==> config.mk <==
export PLATFORM = sky130hd
export DESIGN_NAME = clb_scan_loader_flat
export DESIGN_NICKNAME = d
export VERILOG_FILES = /design/src/rtl/clb_scan_loader_if.sv /design/src/rtl/clb_scan_loader.sv /design/src/flat_wrapper.sv
export SDC_FILE = /design/constraint.sdc
export NUM_CORES = 1
export LEC_CHECK = 0
export ABC_CLOCK_PERIOD_IN_PS = 2900
export BUFFER_PORTS_ARGS = -buffer_cell sky130_fd_sc_hd__buf_2
export CORE_MARGIN = 8
export CORE_UTILIZATION = 58
export CTS_CLUSTER_SIZE = 30
export DETAILED_ROUTE_END_ITERATION = 7
export PLACE_DENSITY_LB_ADDON = 0.08
export SYNTH_ARGS = -nofsm -noshare
export SYNTH_HDL_FRONTEND = slang
export SYNTH_SLANG_ARGS = --single-unit
==> constraint.sdc <==
create_clock -name clk -period 2.9 [get_ports clk]
set_input_delay 0.87 -clock clk [delete_from_list [all_inputs] [get_ports clk]]
set_output_delay 0.87 -clock clk [all_outputs]
set_load 0.01 [all_outputs]
==> src/rtl/clb_scan_loader_if.sv <==
// Host-side port bundle for clb_scan_loader.
//   start/mode/abort    : operation control (master -> slave)
//   busy/done           : operation status (slave -> master)
//   wr_data/wr_valid/wr_ready : configuration words into the controller
//   rd_data/rd_valid/rd_ready : readback words out of the controller
// The master modport is the host view; the slave modport is the controller view.
interface clb_scan_loader_if #(
    parameter int unsigned DATA_W = 8
);
    logic              start;
    logic              mode;
    logic              abort;
    logic              busy;
    logic              done;
    logic [DATA_W-1:0] wr_data;
    logic              wr_valid;
    logic              wr_ready;
    logic [DATA_W-1:0] rd_data;
    logic              rd_valid;
    logic              rd_ready;

    modport master (
        output start, mode, abort, wr_data, wr_valid, rd_ready,
        input  busy, done, wr_ready, rd_data, rd_valid
    );

    modport slave (
        input  start, mode, abort, wr_data, wr_valid, rd_ready,
        output busy, done, wr_ready, rd_data, rd_valid
    );
endinterface

==> src/rtl/clb_scan_loader.sv <==
// Scan-chain configuration controller for one CLB.
// Write mode serializes host words LSB-first onto the chain; readback mode rotates the chain
// through itself (contents preserved) and returns the captured bits as host words.
// Ports:
//   clk, rst_n  : clock, asynchronous active-low reset
//   host        : control/status plus write and readback valid/ready ports (slave modport)
//   scan_en     : chain shift enable, high only while bits are moving
//   chain_sdo   : drives the chain's scan_in
//   chain_sdi   : from the chain's scan_out
module clb_scan_loader #(
    parameter int unsigned CHAIN_LEN = 29,
    parameter int unsigned DATA_W    = 8,
    parameter int unsigned CNT_W     = 16
) (
    input  logic                clk,
    input  logic                rst_n,
    clb_scan_loader_if.slave    host,
    output logic                scan_en,
    output logic                chain_sdo,
    input  logic                chain_sdi
);

    localparam int unsigned WCNT_W = $clog2(DATA_W + 1);
    localparam logic [CNT_W-1:0]  LAST_B = CNT_W'(CHAIN_LEN);
    localparam logic [WCNT_W-1:0] LAST_W = WCNT_W'(DATA_W);

    typedef enum logic [2:0] {
        StIdle,
        StWrWait,
        StWrShift,
        StRdShift,
        StRdOut,
        StDone
    } state_e;

    state_e              state_q, state_d;
    logic [CNT_W-1:0]    bcnt_q, bcnt_d;
    logic [WCNT_W-1:0]   wcnt_q, wcnt_d;
    logic [DATA_W-1:0]   sbuf_q, sbuf_d;
    logic [DATA_W-1:0]   rbuf_q, rbuf_d;
    logic [CNT_W-1:0]    bcnt_inc;
    logic [WCNT_W-1:0]   wcnt_inc;

    assign bcnt_inc = bcnt_q + 1'b1;
    assign wcnt_inc = wcnt_q + 1'b1;

    always_comb begin
        state_d       = state_q;
        bcnt_d        = bcnt_q;
        wcnt_d        = wcnt_q;
        sbuf_d        = sbuf_q;
        rbuf_d        = rbuf_q;
        scan_en       = 1'b0;
        chain_sdo     = 1'b0;
        host.busy     = (state_q != StIdle);
        host.done     = 1'b0;
        host.wr_ready = 1'b0;
        host.rd_valid = 1'b0;
        host.rd_data  = '0;

        unique case (state_q)
            StIdle: begin
                if (host.start) begin
                    bcnt_d  = '0;
                    wcnt_d  = '0;
                    rbuf_d  = '0;
                    state_d = host.mode ? StRdShift : StWrWait;
                end
            end
            StWrWait: begin
                host.wr_ready = 1'b1;
                if (host.wr_valid) begin
                    sbuf_d  = host.wr_data;
                    wcnt_d  = '0;
                    state_d = StWrShift;
                end
            end
            StWrShift: begin
                scan_en   = 1'b1;
                chain_sdo = sbuf_q[0];
                sbuf_d    = sbuf_q >> 1;
                bcnt_d    = bcnt_inc;
                wcnt_d    = wcnt_inc;
                // Chain end wins over word end: unused upper bits of the last word are dropped.
                if (bcnt_inc == LAST_B) begin
                    state_d = StDone;
                end else if (wcnt_inc == LAST_W) begin
                    state_d = StWrWait;
                end
            end
            StRdShift: begin
                scan_en   = 1'b1;
                chain_sdo = chain_sdi;  // rotate so the chain keeps its contents
                rbuf_d    = rbuf_q | (DATA_W'(chain_sdi) << wcnt_q);
                bcnt_d    = bcnt_inc;
                wcnt_d    = wcnt_inc;
                if (wcnt_inc == LAST_W || bcnt_inc == LAST_B) begin
                    state_d = StRdOut;
                end
            end
            StRdOut: begin
                host.rd_valid = 1'b1;
                host.rd_data  = rbuf_q;
                if (host.rd_ready) begin
                    if (bcnt_q == LAST_B) begin
                        state_d = StDone;
                    end else begin
                        wcnt_d  = '0;
                        rbuf_d  = '0;
                        state_d = StRdShift;
                    end
                end
            end
            StDone: begin
                host.done = 1'b1;
                state_d   = StIdle;
            end
            default: begin
                state_d = StIdle;
            end
        endcase

        if (host.abort && state_q != StIdle) begin
            state_d = StIdle;
        end
    end

    always_ff @(posedge clk or negedge rst_n) begin
        if (!rst_n) begin
            state_q <= StIdle;
            bcnt_q  <= '0;
            wcnt_q  <= '0;
            sbuf_q  <= '0;
            rbuf_q  <= '0;
        end else begin
            state_q <= state_d;
            bcnt_q  <= bcnt_d;
            wcnt_q  <= wcnt_d;
            sbuf_q  <= sbuf_d;
            rbuf_q  <= rbuf_d;
        end
    end

endmodule

==> src/flat_wrapper.sv <==
// flat-port wrapper written by rule: the top's interface ports become plain ports
module clb_scan_loader_flat 
#(
    parameter int unsigned CHAIN_LEN = 29,
    parameter int unsigned DATA_W    = 8,
    parameter int unsigned CNT_W     = 16
)
  (clk, rst_n, scan_en, chain_sdo, chain_sdi, host_start, host_mode, host_abort, host_wr_data, host_wr_valid, host_rd_ready, host_busy, host_done, host_wr_ready, host_rd_data, host_rd_valid);
  clb_scan_loader_if #(.DATA_W(DATA_W)) host_i ();
  input  logic clk;
  input  logic rst_n;
  output logic scan_en;
  output logic chain_sdo;
  input  logic chain_sdi;
  input wire logic [$bits(host_i.start)-1:0] host_start;
  input wire logic [$bits(host_i.mode)-1:0] host_mode;
  input wire logic [$bits(host_i.abort)-1:0] host_abort;
  input wire logic [$bits(host_i.wr_data)-1:0] host_wr_data;
  input wire logic [$bits(host_i.wr_valid)-1:0] host_wr_valid;
  input wire logic [$bits(host_i.rd_ready)-1:0] host_rd_ready;
  output wire logic [$bits(host_i.busy)-1:0] host_busy;
  output wire logic [$bits(host_i.done)-1:0] host_done;
  output wire logic [$bits(host_i.wr_ready)-1:0] host_wr_ready;
  output wire logic [$bits(host_i.rd_data)-1:0] host_rd_data;
  output wire logic [$bits(host_i.rd_valid)-1:0] host_rd_valid;
  assign host_i.start = host_start;
  assign host_i.mode = host_mode;
  assign host_i.abort = host_abort;
  assign host_i.wr_data = host_wr_data;
  assign host_i.wr_valid = host_wr_valid;
  assign host_i.rd_ready = host_rd_ready;
  assign host_busy = host_i.busy;
  assign host_done = host_i.done;
  assign host_wr_ready = host_i.wr_ready;
  assign host_rd_data = host_i.rd_data;
  assign host_rd_valid = host_i.rd_valid;
  clb_scan_loader #(.CHAIN_LEN(CHAIN_LEN), .DATA_W(DATA_W), .CNT_W(CNT_W)) u_core (.clk(clk), .rst_n(rst_n), .host(host_i), .scan_en(scan_en), .chain_sdo(chain_sdo), .chain_sdi(chain_sdi));
endmodule
Word-level counts from Yosys, hierarchy flattened. Cells that the tools add are included.

Register bits: 39. Latch bits: 0. Memory bits (writable): 0. Memory bits (read-only): 0. Input bits: 16. Output and inout port bits: 14. Logic and storage cells: 69. Memories kept: 0.

$add $sub $neg: 2. Multiply operators: 0. Div/mod/pow operators: 0. $lt $le $gt $ge: 0. Equality and inequality tests: 17. Shifts and indexed selects: 1. Multiplexer cells: 29. Bitwise gates (word level): 1. Reduce and logical (&&, ||, !) cells: 14.

Operators with widths (number): 2-to-1 mux 8 bit (5); == test 16 x 5 -> 1 bit, second input constant (2); case mux 16 bit (2 select lines) (1); 2-to-1 mux 3 bit (8); case mux 8 bit (3 select lines) (1); adder 16 x 1 -> 16 bit, second input constant (1); 2-to-1 mux 16 bit (1); 2-to-1 mux 4 bit (4); case mux 4 bit (4 select lines) (1); case mux 8 bit (2 select lines) (1); case mux 3 bit (5 select lines) (1); AND reduction 5 bit (2); inequality test 3 x 2 -> 1 bit, second input constant (3); inequality test 2 bit, second input constant (4); OR 8 bit (1); << shifter 1 x 4 -> 8 bit (1); == test 3 x 2 -> 1 bit, second input constant (2); == test 3 bit, second input constant (2); nonzero test 3 bit (2); adder 4 x 1 -> 4 bit, second input constant (1); == test 4 bit, second input constant (1); 2-to-1 mux 1 bit (4); inequality test 4 x 1 -> 1 bit, second input constant (1); AND reduction 2 bit (2); other kinds (11) (12).

Depth between registers and ports, before layout.
Word-level depth: 6. Gate-level depth with buffers: 8. Mapped depth without buffers: 8.

Least setup slack after synthesis. Ideal clock, no wire load.

Kind: register to register. Start: reg u_core.bcnt_q[0]. End: reg u_core.state_q[1]. Library setup time: 0.133 ns. Arrival time: 1.971 ns. Data required time: 2.767 ns. Path slack: 0.797 ns. Cell stages (with the launch flop): 9. Path buffers: 1. Clock period less this slack: 2.103 ns. Cell sequence: dfrtp_1 > ha_1 > buf_2 > nand4_4 > a2111o_1 > a211oi_2 > nand3_2 > o21a_1 > o21bai_1.

Word-level cells in the longest chain between the ends: 5. Elaborated cells between the ends (all ways): 12. Classes of those cells: 1 x add/sub; 4 x eq/ne; 5 x mux; 2 x reduce/logical.

RTL lines: start: declaration (line clb_scan_loader.sv:37) `logic [CNT_W-1:0] bcnt_q, bcnt_d;`; start signal: assignment (line clb_scan_loader.sv:137) `bcnt_q <= bcnt_d;`; adder 16 x 1 -> 16 bit or == test 16 x 5 -> 1 bit (tied branches) (line clb_scan_loader.sv:44, clb_scan_loader.sv:105); == test 16 x 5 -> 1 bit or 2-to-1 mux 3 bit (tied branches) (line clb_scan_loader.sv:85, clb_scan_loader.sv:97, clb_scan_loader.sv:105); 2-to-1 mux 3 bit (tied with other cells) (line clb_scan_loader.sv:85) `if (bcnt_inc == LAST_B) begin`; case mux 3 bit (5 select lines) or inequality test 3 x 1 -> 1 bit (tied branches); 2-to-1 mux 3 bit or AND reduction 5 bit (tied branches); end signal: assignment (line clb_scan_loader.sv:130) `state_q <= StIdle;`; end signal: assignment (line clb_scan_loader.sv:136) `state_q <= state_d;`; end: declaration (line clb_scan_loader.sv:36) `state_e state_q, state_d;`.

Parallel ways exist; a longest one is shown, timed or not. The select of a mux whose other input is x is not followed. A chain may end at the register's enable or synchronous reset.

Worst setup path in the final report.
Start: reg u_core.state_q[1]. End: out scan_en.

Word-level cells in the longest chain between the ends: 3. Elaborated cells between the ends (all ways): 4. Classes of those cells: 2 x eq/ne; 1 x mux; 1 x reduce/logical.

RTL lines: == test 3 x 2 -> 1 bit (line clb_scan_loader.sv:61) `unique case (state_q)`; OR reduction 2 bit (no source line) (*); 2-to-1 mux 1 bit (*) (line clb_scan_loader.sv:61); end: declaration (line flat_wrapper.sv:12) `output logic scan_en;`.

Mark *: on every way between the ends. The rest lies on a longest branch, timed or not.

==> impl_metrics.tcl <==
set metrics [dict create \
    synthFlopType "dfrtp_1" \
    cts_sinks 39 \
    antenna_left 0 \
    synth-simple-area-share_pct 26.3 \
    postCtsResizedCells 0 \
    cpMaxStageDelayCell "nand2b_1" \
    drive_gt1_share_pct 18.5 \
    max_freq_mhz 393 \
    syn_to_final_growth_pct 11.4 \
    ios 30 \
    synthAdderAreaFrac_pct 2.00 \
    synth_compound_area_share_pct 21.1 \
    fin_nets 333 \
    grt_pass1_wl_um 10100 \
    hold_viol_final 0 \
    cp-end-kind "output pin" \
    switching_power_w 0.000828 \
    synth_enable_flop_cells 0 \
    hold_path.class "reg2reg" \
    synth_nets 310 \
    skew_ns 0.00916 \
    criticalPathCategory "reg2out" \
    hold_ws_ns 0.499 \
    critPathLaunch "u_core.state_q[1]" \
    muxShareOfSynthArea_pct 3.61 \
    synth_xor_area_share_pct 2.10 \
    grt_util_all_layers_pct 18.9 \
    gr-total-overflow 0 \
    cts.clk_slew.worst_paths_ns 0.08 \
    combPwrFrac_pct 37.3 \
    num_vias 2230 \
    netlist_area_um2 2500 \
    setup_viol 0 \
    via_per_inst 6.09 \
    synth_top_family_by_area "simple AND/OR/NAND/NOR gates" \
    grt_pass1_vias 2069 \
    clkPwrFrac_pct 24.8 \
    hpwl_um 4060 \
    antenna_cells 0 \
    startpoint_type "register" \
    rsz0062_at_grt "no" \
    grt_max_degree 40 \
    arrival_ns 1.67 \
    power_density_nw_per_um2 769 \
    worstPathMaxFanout 18 \
    wirelength_um 5760 \
    wl_per_cell_um 15.7 \
    cts_root_buffer "clkbuf_8" \
    first_iter_violations 215 \
    worstHoldStart "u_core.sbuf_q[3]" \
    r2r_start "u_core.bcnt_q[0]" \
    crit_path_max_incr_delay_ns 0.54 \
    core_area_um2 4260 \
    p_seq_share_pct 37.8 \
    tns_ns 0 \
    worstPathCellList "nand2b_1, inv_1, buf_2" \
    vdd_ir_drop_max_uv 439 \
    p_sw_share_pct 38.7 \
    grt_antenna_before_repair 0 \
    syn_area_per_cell_um2 8.62 \
    status "finished clean" \
    synth_warnings 0 \
    path_buf_inv 2 \
    slew_viol_final 0 \
    cts_setup_buffers 0 \
    cts-hold-fix-buffers 0 \
    finalPower_w 0.00214 \
    slew_headroom_pct 42.5 \
    p_int_w 0.00131 \
    first_pass_iters 4 \
    chipHeight_um 81.6 \
    io_buffers 29 \
    finalCritPeriodShare_pct 87.7 \
    cts_htree_levels 2 \
    min_period_ns 2.54 \
    leakage_nw 1.24 \
    die_x_um 81.6 \
    numCtsBuffers 5 \
    cts_tree "built" \
    yosysSeqAreaShare_pct 39.1 \
    worst_pin_slew_ns 0.863 \
    die_area_um2 6660 \
    crit_family "simple AND/OR/NAND/NOR gates" \
    ys_async_sr_fraction_pct 100 \
    crit_required_ns 2.03 \
    drcViolationCount 0 \
    yosys_register_bits 39 \
    cap_violations 0 \
    ctsLongestPathBuffers 2 \
    ys_types 58 \
    rows 24 \
    clk_latency_ns 0.29 \
    gp_congestion 0.848 \
    syn_inst 290 \
    initial_core_util_pct 58.6 \
]
## registers in the layout, summed over array words and instances, names as in the netlist
name / flops
u_core.rbuf_q: 8
u_core.bcnt_q: 16
u_core.sbuf_q: 8
u_core.wcnt_q: 4
u_core.state_q: 3
## worst paths after layout
path / end / slack (ns) / cells after the start
max: scan_en / 0.36 / 3
min: u_core.sbuf_q[3] / 0.50 / 2
max reg2reg: u_core.state_q[1] / 0.52 / 7
min reg2reg: u_core.sbuf_q[3] / 0.50 / 2
max in group asynchronous: u_core.state_q[2] / 1.66 / 1
min in group asynchronous: u_core.bcnt_q[11] / 0.69 / 1
## Yosys cell counts, types with 4 or more instances
| library cell | count | area, µm² |
|---|---|---|
| nand4_1 | 5 | 31.3 |
| nand2_1 | 30 | 113 |
| buf_2 | 6 | 30.0 |
| nor2b_1 | 4 | 25.0 |
| a21oi_1 | 12 | 60.1 |
| inv_1 | 9 | 33.8 |
| nor2_1 | 28 | 105 |
| clkbuf_1 | 9 | 33.8 |
| o21ai_0 | 36 | 180 |
| a31oi_1 | 5 | 31.3 |
| ha_1 | 4 | 50.1 |
| mux2i_1 | 9 | 90.1 |
| and3_1 | 10 | 62.6 |
| nor3_1 | 7 | 35.0 |
| nand3_1 | 7 | 35.0 |
| dfrtp_1 | 39 | 976 |
| xnor2_1 | 4 | 35.0 |
| nor4_1 | 5 | 31.3 |
## cell type report
class / instances / area (µm²)
Sequential cell: 39 / 976
Tap cell: 52 / 65.1
Multi-Input combinational cell: 222 / 1380
Fill cell: 372 / 1480
Clock buffer: 6 / 72.6
Clock inverter: 2 / 60.1
Timing Repair Buffer: 36 / 198
Inverter: 9 / 33.8
## metal layers
metal / up-vias / GRT usage [%] / wire [µm] / part of all wire, %
met1: 1047 / 27.0 / 2710 / 47
met2: 73 / 28.0 / 2570 / 45
li1: 1101 / - / - / -
met5: - / 0 / 0 / 0
met3: 9 / 3.72 / 396 / 6.9
met4: 0 / 5.79 / 77 / 1.3
## layout by cell type, fill, tap and decap left out, drive strengths merged, types with 2 or more instances in the layout
cell type / n
dfrtp: 39
o21ai: 37
buf: 36
nand2: 30
nor2: 30
a21oi: 12
and3: 12
inv: 9
mux2i: 9
nand3: 9
nor3: 7
nand4: 7
nor4: 7
clkbuf: 6
a31oi: 5
nor2b: 4
xnor2: 4
ha: 4
o31ai: 4
nand2b: 3
a41oi: 3
or3: 3
a211oi: 3
and2: 2
a21o: 2
o41ai: 2
o21bai: 2
nor4b: 2
a311oi: 2
xor2: 2
a22o: 2
bufinv: 2
## cells by family (layout without fill, tap and decap cells)
group | Yosys count | after routing
multiplexers | 9 | 9
AO/OA/AOI/OAI | 83 | 83
adder cells (fa/ha/maj) | 4 | 4
XOR/XNOR | 6 | 6
buffers and inverters | 29 | 53
AND/OR/NAND/NOR | 120 | 120
flip-flops | 39 | 39
## tightest hold or removal path: stages, from the launching register on
cell	delay, ns
dfrtp_1	0.36
nand2_1	0.05
o21ai_0	0.06
## per-stage QoR
stage	cells	utilization (%)	setup WS, ns	instance area [µm²]
final	366	65.3	0.357	2780
after global routing	366	65.3	0.244	2780
after CTS	366	65.3	0.370	2780
after detailed placement	358	62.2	0.559	2650
after global placement	358	62.2	0.616	2650
after floorplan	290	-	0.797	2500
## power by group through the flow
stage | logic, W | registers [W] | clock network (W)
6_report | 0.000799 | 0.000809 | 0.000532
5_1_grt | 0.000909 | 0.000828 | 0.000568
4_1_cts | 0.000803 | 0.000808 | 0.000544
3_3_place_gp | 0.000795 | 0.000811 | 0
2_1_floorplan | 0.000643 | 0.000736 | 0
3_5_place_dp | 0.000802 | 0.000817 | 0
No activity file was read; power rests on OpenSTA's default activity.
